## config.mk

```make
export PLATFORM = sky130hd
export DESIGN_NAME = card_select_ctrl
export DESIGN_NICKNAME = d
export VERILOG_FILES = /design/src/rtl/card_select_ctrl.sv
export SDC_FILE = /design/constraint.sdc
export NUM_CORES = 1
export LEC_CHECK = 0
export BUFFER_PORTS_ARGS = -buffer_cell sky130_fd_sc_hd__buf_2
export CORE_MARGIN = 2
export CORE_UTILIZATION = 63
export DETAILED_ROUTE_END_ITERATION = 12
export PLACE_DENSITY_LB_ADDON = 0.08
export SYNTH_ARGS = -nofsm -noshare
export SYNTH_HDL_FRONTEND = slang
export SYNTH_SLANG_ARGS = --single-unit
```

## constraint.sdc

```tcl
create_clock -name clk -period 7.3 [get_ports clk]
set_clock_uncertainty 0.2 [all_clocks]
set_input_delay 0.365 -clock clk [delete_from_list [all_inputs] [get_ports clk]]
set_output_delay 0.365 -clock clk [all_outputs]
set_load 0.005 [all_outputs]
```

## src/rtl/card_select_ctrl.sv

```systemverilog
// Card-select sequencer: synchronizes and debounces the 16-switch bank, decodes a one-hot
// card index and issues it on a confirm press. Optional macro CARD_MASK_EN adds avail_mask.
module card_select_ctrl #(
  parameter int unsigned DEBOUNCE_CYCLES = 50000,
  parameter int unsigned CNT_W           = 16
) (
  input  logic        clk,
  input  logic        rst,
  input  logic        sel_en,
  input  logic [15:0] switch,
  input  logic        btn_confirm,
  input  logic        sel_ready,
`ifdef CARD_MASK_EN
  input  logic [15:0] avail_mask,
`endif
  output logic        sel_valid,
  output logic [3:0]  sel_idx,
  output logic        sel_err,
  output logic        sel_armed
);

  localparam int unsigned SW_W  = 16;
  localparam int unsigned IDX_W = 4;

  typedef enum logic [2:0] {
    S_IDLE,
    S_SETTLE,
    S_ARMED,
    S_ERR,
    S_ISSUE,
    S_WAIT_REL
  } state_e;

  state_e           state_q;
  logic [SW_W-1:0]  sw_s1_q, sw_sync_q, sw_prev_q;
  logic             btn_s1_q, btn_sync_q, btn_prev_q;
  logic [CNT_W-1:0] cnt_q, cnt_d;
  logic             sel_valid_q, sel_err_q, sel_armed_q;
  logic [IDX_W-1:0] sel_idx_q;

  logic             sw_change_c, stable_c, btn_rise_c;
  logic             one_hot_c, legal_c, mask_change_c;
  logic [IDX_W-1:0] dec_idx_c;

  assign sw_change_c = (sw_sync_q != sw_prev_q);
  assign btn_rise_c  = btn_sync_q & ~btn_prev_q;
  // A count left over from the previous pattern must not qualify a freshly changed one.
  assign stable_c    = (cnt_q == CNT_W'(DEBOUNCE_CYCLES)) && !sw_change_c;

  // Debounce counter: clear on change, count up and saturate while unchanged.
  always_comb begin
    cnt_d = cnt_q;
    if (sw_change_c) begin
      cnt_d = '0;
    end else if (cnt_q != CNT_W'(DEBOUNCE_CYCLES)) begin
      cnt_d = cnt_q + CNT_W'(1);
    end
  end

  // One-hot decode of the synchronized pattern.
  always_comb begin
    dec_idx_c = '0;
    for (int i = 0; i < SW_W; i++) begin
      if (sw_sync_q[i]) dec_idx_c = IDX_W'(i);
    end
  end

  assign one_hot_c = (sw_sync_q != '0) && ((sw_sync_q & (sw_sync_q - SW_W'(1))) == '0);

`ifdef CARD_MASK_EN
  logic [SW_W-1:0] mask_prev_q;

  always_ff @(posedge clk) begin
    if (rst) mask_prev_q <= '0;
    else     mask_prev_q <= avail_mask;
  end

  assign legal_c       = one_hot_c && avail_mask[dec_idx_c];
  assign mask_change_c = one_hot_c && (avail_mask[dec_idx_c] != mask_prev_q[dec_idx_c]);
`else
  assign legal_c       = one_hot_c;
  assign mask_change_c = 1'b0;
`endif

  // Synchronizers, debounce state and the selection FSM with registered outputs.
  always_ff @(posedge clk) begin
    if (rst) begin
      state_q     <= S_IDLE;
      sw_s1_q     <= '0;
      sw_sync_q   <= '0;
      sw_prev_q   <= '0;
      btn_s1_q    <= 1'b0;
      btn_sync_q  <= 1'b0;
      btn_prev_q  <= 1'b0;
      cnt_q       <= '0;
      sel_valid_q <= 1'b0;
      sel_err_q   <= 1'b0;
      sel_armed_q <= 1'b0;
      sel_idx_q   <= '0;
    end else begin
      sw_s1_q     <= switch;
      sw_sync_q   <= sw_s1_q;
      sw_prev_q   <= sw_sync_q;
      btn_s1_q    <= btn_confirm;
      btn_sync_q  <= btn_s1_q;
      btn_prev_q  <= btn_sync_q;
      cnt_q       <= cnt_d;
      sel_valid_q <= 1'b0;
      sel_err_q   <= 1'b0;
      sel_armed_q <= 1'b0;

      case (state_q)
        S_IDLE: begin
          if (sel_en) state_q <= S_SETTLE;
        end
        S_SETTLE: begin
          if (!sel_en) begin
            state_q <= S_IDLE;
          end else if (stable_c) begin
            if (legal_c) begin
              state_q     <= S_ARMED;
              sel_armed_q <= 1'b1;
              sel_idx_q   <= dec_idx_c;
            end else begin
              state_q   <= S_ERR;
              sel_err_q <= 1'b1;
            end
          end
        end
        S_ARMED: begin
          if (!sel_en) begin
            state_q <= S_IDLE;
          end else if (sw_change_c || mask_change_c) begin
            state_q <= S_SETTLE;
          end else if (btn_rise_c) begin
            state_q     <= S_ISSUE;
            sel_valid_q <= 1'b1;
          end else begin
            sel_armed_q <= 1'b1;
          end
        end
        S_ERR: begin
          if (!sel_en) begin
            state_q <= S_IDLE;
          end else if (sw_change_c || mask_change_c) begin
            state_q <= S_SETTLE;
          end else begin
            sel_err_q <= 1'b1;
          end
        end
        S_ISSUE: begin
          if (sel_valid_q && sel_ready) begin
            state_q <= S_WAIT_REL;
          end else begin
            sel_valid_q <= 1'b1;
          end
        end
        S_WAIT_REL: begin
          // Hold here until the button is released so one press yields one transfer.
          if (!btn_sync_q) state_q <= sel_en ? S_SETTLE : S_IDLE;
        end
        default: state_q <= S_IDLE;
      endcase
    end
  end

  assign sel_valid = sel_valid_q;
  assign sel_idx   = sel_idx_q;
  assign sel_err   = sel_err_q;
  assign sel_armed = sel_armed_q;

endmodule

```

==> results of run 1 <==
## per-stage QoR
stage / util (%) / hold slack [ps] / instances / setup WS (ps)
2_1_floorplan: - / 214 / 331 / 4600
3_3_place_gp: 69.4 / 217 / 410 / 4510
3_5_place_dp: 69.4 / 220 / 410 / 4470
4_1_cts: 74.2 / 6.64 / 426 / 4430
5_1_grt: 74.2 / 8.25 / 426 / 4310
6_report: 74.2 / 19.3 / 426 / 4430
## logic make-up (layout without fill, tap and decap cells)
group | after synthesis | count (layout) | share of synthesized area (%)
compound gates | 40 | 40 | 10.1
simple gates | 149 | 149 | 26.7
xor+xnor | 33 | 33 | 9.16
buf+inv | 26 | 54 | 3.09
fa+ha+maj | 3 | 3 | 1.11
flops | 77 | 77 | 48.9
mux | 3 | 3 | 0.992
## power by group
part	leakage [nW]	internal [mW]	total [mW]	switching, mW
Combinational	0.603	0.0341	0.0672	0.0331
Sequential	0.629	0.432	0.445	0.0124
Clock	0.113	0.205	0.362	0.158
## per-layer routing
layer	vias up	routed length, µm	part of all wire, %	GRT usage (%)
met5	-	0	0	0
met4	0	125	2.4	10.1
met3	13	231	4.4	5.22
met2	54	2240	42	30.2
met1	988	2710	51	29.2
li1	1165	-	-	-
## synthesized netlist by cell type, drive strengths merged, types with 3 or more instances
library cell,count
inv,10
xnor2,22
nor2,35
or4,4
nand2b,5
xor2,11
o21ai,4
nor2b,53
nand4,5
dfxtp,77
nor4,5
a2111o,3
nor3,6
nand2,9
and2,3
and3,4
a211oi,6
a21oi,9
clkbuf,16
a31oi,4
nand3,10
## sequential cells by signal, indices dropped and copies added (netlist names)
name	flops
btn_sync_q	1
sel_valid	1
sw_sync_q	16
sel_idx	4
state_q	3
sel_armed	1
sw_prev_q	16
btn_s1_q	1
sel_err	1
sw_s1_q	16
btn_prev_q	1
cnt_q	16
## critical path, stage by stage, from the launching register on
cell       delay [ps]
dfxtp_1           380
or4_4             570
or4_4             520
a2111oi_4         400
a21boi_4          300
a41oi_1           130
mux2_2            280
## final timing paths
| check | startpoint | to | cells past startpoint |
|---|---|---|---|
| worst min register to register | sw_s1_q[12]$_SDFF_PP0_ | sw_sync_q[12]$_SDFF_PP0_ | 1 |
| worst max register to register | sw_sync_q[2]$_SDFF_PP0_ | state_q[0]$_SDFFE_PP0P_ | 6 |
| worst max-delay path | sw_sync_q[2]$_SDFF_PP0_ | state_q[0]$_SDFFE_PP0P_ | 6 |
| worst min-delay path | btn_confirm | btn_s1_q$_SDFF_PP0_ | 2 |
## area by class of cell
cell class,count,area share [%]
flip-flops and latches,77,43.4
multi-input cells,228,42.7
repair buffers,28,4.02
clock buffers,10,3.87
clock inverters,6,2.64
well taps,67,2.36
inverters,10,1.06
==> impl_metrics.py, run 1 <==
metrics = {
    "run": {
        "maxCapViolCount": 0,
    },
    "floorplan": {
        "coreArea_um2": 4790,
        "initial_core_util_pct": 65.9,
        "fp.dieW_um": 74.8,
        "die_y_um": 74.8,
        "rows": 25,
        "die-area_um2": 5590,
        "num_io_pins": 28,
    },
    "power_and_ir_drop": {
        "ir_worst_vdd_mv": 0.189,
        "p_leak_nw": 1.35,
        "p_total_mw": 0.875,
        "power_density_nw_per_um2": 246,
    },
    "route": {
        "viasPerCell": 5.21,
        "drc_errors": 0,
        "vias": 2220,
        "dr.pass1.iters": 4,
        "ant_nets": 0,
        "drt_iter0_drc": 207,
        "wire_per_inst_um": 12.5,
        "drt_wl_total_mm": 5.31,
    },
    "placed_design": {
        "gp_congestion": 0.846,
        "portBuffers": 27,
        "placed_area_um2": 3320,
        "hpwl_mm": 3.56,
    },
    "worst_setup_path": {
        "crit_path_max_fanout": 7,
        "crit_type": "register to register",
        "crit_arrival_ps": 2910,
        "regToRegSetupSlack_ps": 4430,
        "worstSetupEndpointType": "register",
        "required_ps": 7340,
        "cp-start-kind": "register",
    },
    "clocking": {
        "cts_root_buf": "clkbuf_8",
        "cts.sinks": 77,
        "cts_inserted_buffers": 9,
        "cts_tree": "done",
        "cts_max_path_buffers": 2,
        "cts_max_level": 3,
        "cts_hold_buffers": 0,
        "post_cts_buffers": 0,
        "clk_latency_ps": 350,
        "path_clk_slew_ps": 80,
        "cts_resized": 0,
    },
    "cells_and_area": {
        "fillerInstances": 360,
        "final_common_cell": "dfxtp_1",
        "final_area_um2": 3550,
        "mostFrequentLayoutCells": "77 x dfxtp_1, 53 x nor2b_1, 35 x nor2_1",
        "area_growth_pct": 12.6,
        "seq_area_um2": 1540,
        "multiInputGateArea_um2": 1520,
        "post_route_cells_drive_above_1_share_pct": 14.8,
        "nets": 377,
        "antennaDiodeCount": 0,
    },
    "sta": {
        "slew_violations": 0,
        "period_needed_ps": 2870,
        "tightest_slew_ps": 872,
        "finalCritPeriodShare_pct": 39.4,
        "fin_tns_setup_ps": 0,
        "setup-violations-final": 0,
        "slew_headroom_pct": 41.3,
        "rsz0062_at_grt": "false",
        "hold_violations": 0,
        "fmax_mhz": 348,
    },
    "synth": {
        "synth_warnings": 0,
        "syn_inst": 331,
        "synth_area_leaders": "dfxtp_1 49%, nor2b_1 11%, xnor2_1 6.1%",
        "ys_seq_elements": 77,
        "yosysTopAreaCellShare_pct": 48.9,
        "synth_area_per_cell_um2": 9.53,
        "yosysSeqAreaShare_pct": 48.9,
        "synth.distinct_cells": 47,
        "synthesis.nets": 354,
        "async_reset_ff_share_pct": 0,
        "syn_area_um2": 3150,
        "yosysTopAreaCell": "dfxtp_1",
        "synth_edf_count": 0,
        "synth-main-ff-cell": "dfxtp_1",
    },
    "grt": {
        "grt_pass1_wl_mm": 8.80,
        "grt_max_degree": 63,
        "grt_pass1_vias": 1979,
        "grt-ovfl-total": 0,
        "antenna_found_initial": 0,
        "track_usage_pct": 20.9,
    },
    "outcome": {
        "outcome": "completed",
    },
    "worst_hold_path": {
        "hp-class": "input pin to register",
    },
}
No activity file was read; power rests on OpenSTA's default activity.
==> inputs of run 2 (changes only) <==
--- a/config.mk
+++ b/config.mk
@@ -7,7 +7,7 @@
 export LEC_CHECK = 0
 export BUFFER_PORTS_ARGS = -buffer_cell sky130_fd_sc_hd__buf_2
 export CORE_MARGIN = 2
-export CORE_UTILIZATION = 63
+export CORE_UTILIZATION = 53
 export DETAILED_ROUTE_END_ITERATION = 12
 export PLACE_DENSITY_LB_ADDON = 0.08
 export SYNTH_ARGS = -nofsm -noshare
==> constraint.sdc (replaced) <==
create_clock -name clk -period 2.55 [get_ports clk]
set_clock_uncertainty 0.2 [all_clocks]
set_input_delay 0.1275 -clock clk [delete_from_list [all_inputs] [get_ports clk]]
set_output_delay 0.1275 -clock clk [all_outputs]
set_load 0.005 [all_outputs]
==> impl_metrics.py, run 2 (synthesis gave the netlist of run 1 again) <==
metrics = {
    "power_and_ir_drop": {
        "p_total_mw": 2.73,
        "p_leak_nw": 1.55,
        "power_density_nw_per_um2": 687,
        "ir_worst_vdd_mv": 0.371,
    },
    "cells_and_area": {
        "post_route_cells_drive_above_1_share_pct": 19.4,
        "antennaDiodeCount": 0,
        "nets": 415,
        "mostFrequentLayoutCells": "75 x dfxtp_1, 53 x nor2b_1, 35 x nor2_1",
        "final_common_cell": "dfxtp_1",
        "area_growth_pct": 26.1,
    },
    "placed_design": {
        "hpwl_mm": 3.81,
        "gp_congestion": 0.846,
        "portBuffers": 27,
    },
    "route": {
        "viasPerCell": 5.01,
        "dr.pass1.iters": 4,
        "ant_nets": 0,
        "drt_iter0_drc": 92,
        "vias": 2366,
        "drc_errors": 0,
        "wire_per_inst_um": 12.2,
        "drt_wl_total_mm": 5.77,
    },
    "worst_hold_path": {
        "hp-class": "input pin to register",
    },
    "run": {
        "maxCapViolCount": 0,
    },
    "clocking": {
        "path_clk_slew_ps": 80,
        "cts_max_path_buffers": 2,
        "clk_latency_ps": 350,
        "cts_max_level": 3,
        "cts.sinks": 77,
        "cts_tree": "done",
        "cts_inserted_buffers": 9,
        "cts_root_buf": "clkbuf_8",
    },
    "sta": {
        "setup_ws_ps": -132,
        "period_needed_ps": 2680,
        "finalCritPeriodShare_pct": 105,
        "setup-violations-final": 7,
        "slew_headroom_pct": 56.1,
        "tightest_slew_ps": 659,
        "rsz0062_at_grt": "true",
        "fin_tns_setup_ps": -406,
        "fmax_mhz": 373,
        "hold_violations": 0,
        "slew_violations": 0,
    },
    "worst_setup_path": {
        "crit_type": "register to register",
        "crit_arrival_ps": 2730,
        "worstPathCellList": "or4_4 -> or4_4 -> a2111oi_4 -> a21boi_4 -> a41oi_2 -> mux2_2",
        "cp-start-kind": "register",
        "crit_top_cell": "or4_4",
        "required_ps": 2600,
        "max_stage_delay_ps": 560,
        "critPathSlowestCell": "or4_4",
        "cp_num_buf_inv": 0,
        "worstSetupEndpointType": "register",
        "cp_top_family": "simple AND/OR/NAND/NOR gates",
        "crit_path_max_fanout": 6,
    },
    "floorplan": {
        "fp.dieW_um": 81.1,
        "rows": 28,
        "die_y_um": 81.1,
        "initial_core_util_pct": 53.9,
        "die-area_um2": 6580,
        "num_io_pins": 28,
        "coreArea_um2": 5850,
    },
    "grt": {
        "antenna_found_initial": 0,
        "grt_max_degree": 44,
        "grt-ovfl-total": 0,
        "grt_pass1_wl_mm": 9.72,
        "grt_pass1_vias": 2168,
        "track_usage_pct": 19.6,
    },
    "outcome": {
        "violations": "setup timing",
        "outcome": "finished, violations left",
    },
}
-- run 2: cell types whose count changed in the layout (fill, tap and decap cells not counted), moves of 2 or more --
cell / before / now
buf_4: 1 / 19
dfxtp_1: 77 / 75
dlygate4sd3_1: 0 / 20
dfxtp_2: 0 / 2
bufinv_16: 2 / 4
-- run 2: layout make-up --
class	count	area, µm²
fill	476	1870
multi-input combinational	228	1550
sequential	77	1540
timing repair buffer	66	478
clock inverter	7	146
clock buffer	9	124
tap	75	93.8
inverter	10	37.5
-- run 2: through the flow --
step / instance area (µm²) / setup WS (ps) / hold slack, ps / utilization, % / instances
6_report: 3980 / -132 / 88.0 / 68.0 / 472
2_1_floorplan: 3160 / -17.7 / 55.7 / - / 331
3_3_place_gp: 3470 / -94.9 / 135 / 59.3 / 435
5_1_grt: 3980 / -220 / 124 / 68.0 / 472
4_1_cts: 3970 / -140 / 80.3 / 67.9 / 472
3_5_place_dp: 3470 / -140 / 139 / 59.3 / 435
-- run 2: where the power goes --
group          leakage [nW]  switching (mW)  internal (mW)
registers             0.630          0.0265           1.24
logic                 0.784           0.119          0.137
clock network         0.134           0.458          0.756
total                  1.55           0.603           2.13
-- run 2: layer usage --
layer,share of wire [%],GRT usage (%)
met3,3.4,5.00
met5,0,0
met2,45,29.5
met4,1.4,9.15
met1,50,26.4
-- run 2: final timing paths --
check                             endpoint  slack [ps]                     from  cells after the start
hold reg to reg   sw_sync_q[15]$_SDFF_PP0_         240   sw_s1_q[15]$_SDFF_PP0_                      1
setup reg to reg   state_q[0]$_SDFFE_PP0P_        -130  sw_sync_q[1]$_SDFF_PP0_                      6
setup / recovery   state_q[0]$_SDFFE_PP0P_        -130  sw_sync_q[1]$_SDFF_PP0_                      6
hold / removal     state_q[1]$_SDFFE_PP0P_          90                   sel_en                      4
-- run 2: timing repair --
action,CTS,global route
hold buffers,20,0
endpoints found under the setup margin,7,8
hold endpoints to repair,29,0
gates resized for setup,4,2
pin swaps,9,4
setup buffers,1,0
-- run 2: worst register-to-register path, delay by kind of cell, from the launching register on --
| kind | cells | cell delay, ps |
|---|---|---|
| simple gates | 2 | 1010 |
| compound gates | 3 | 780 |
| mux | 1 | 270 |
| flops | 1 | 320 |
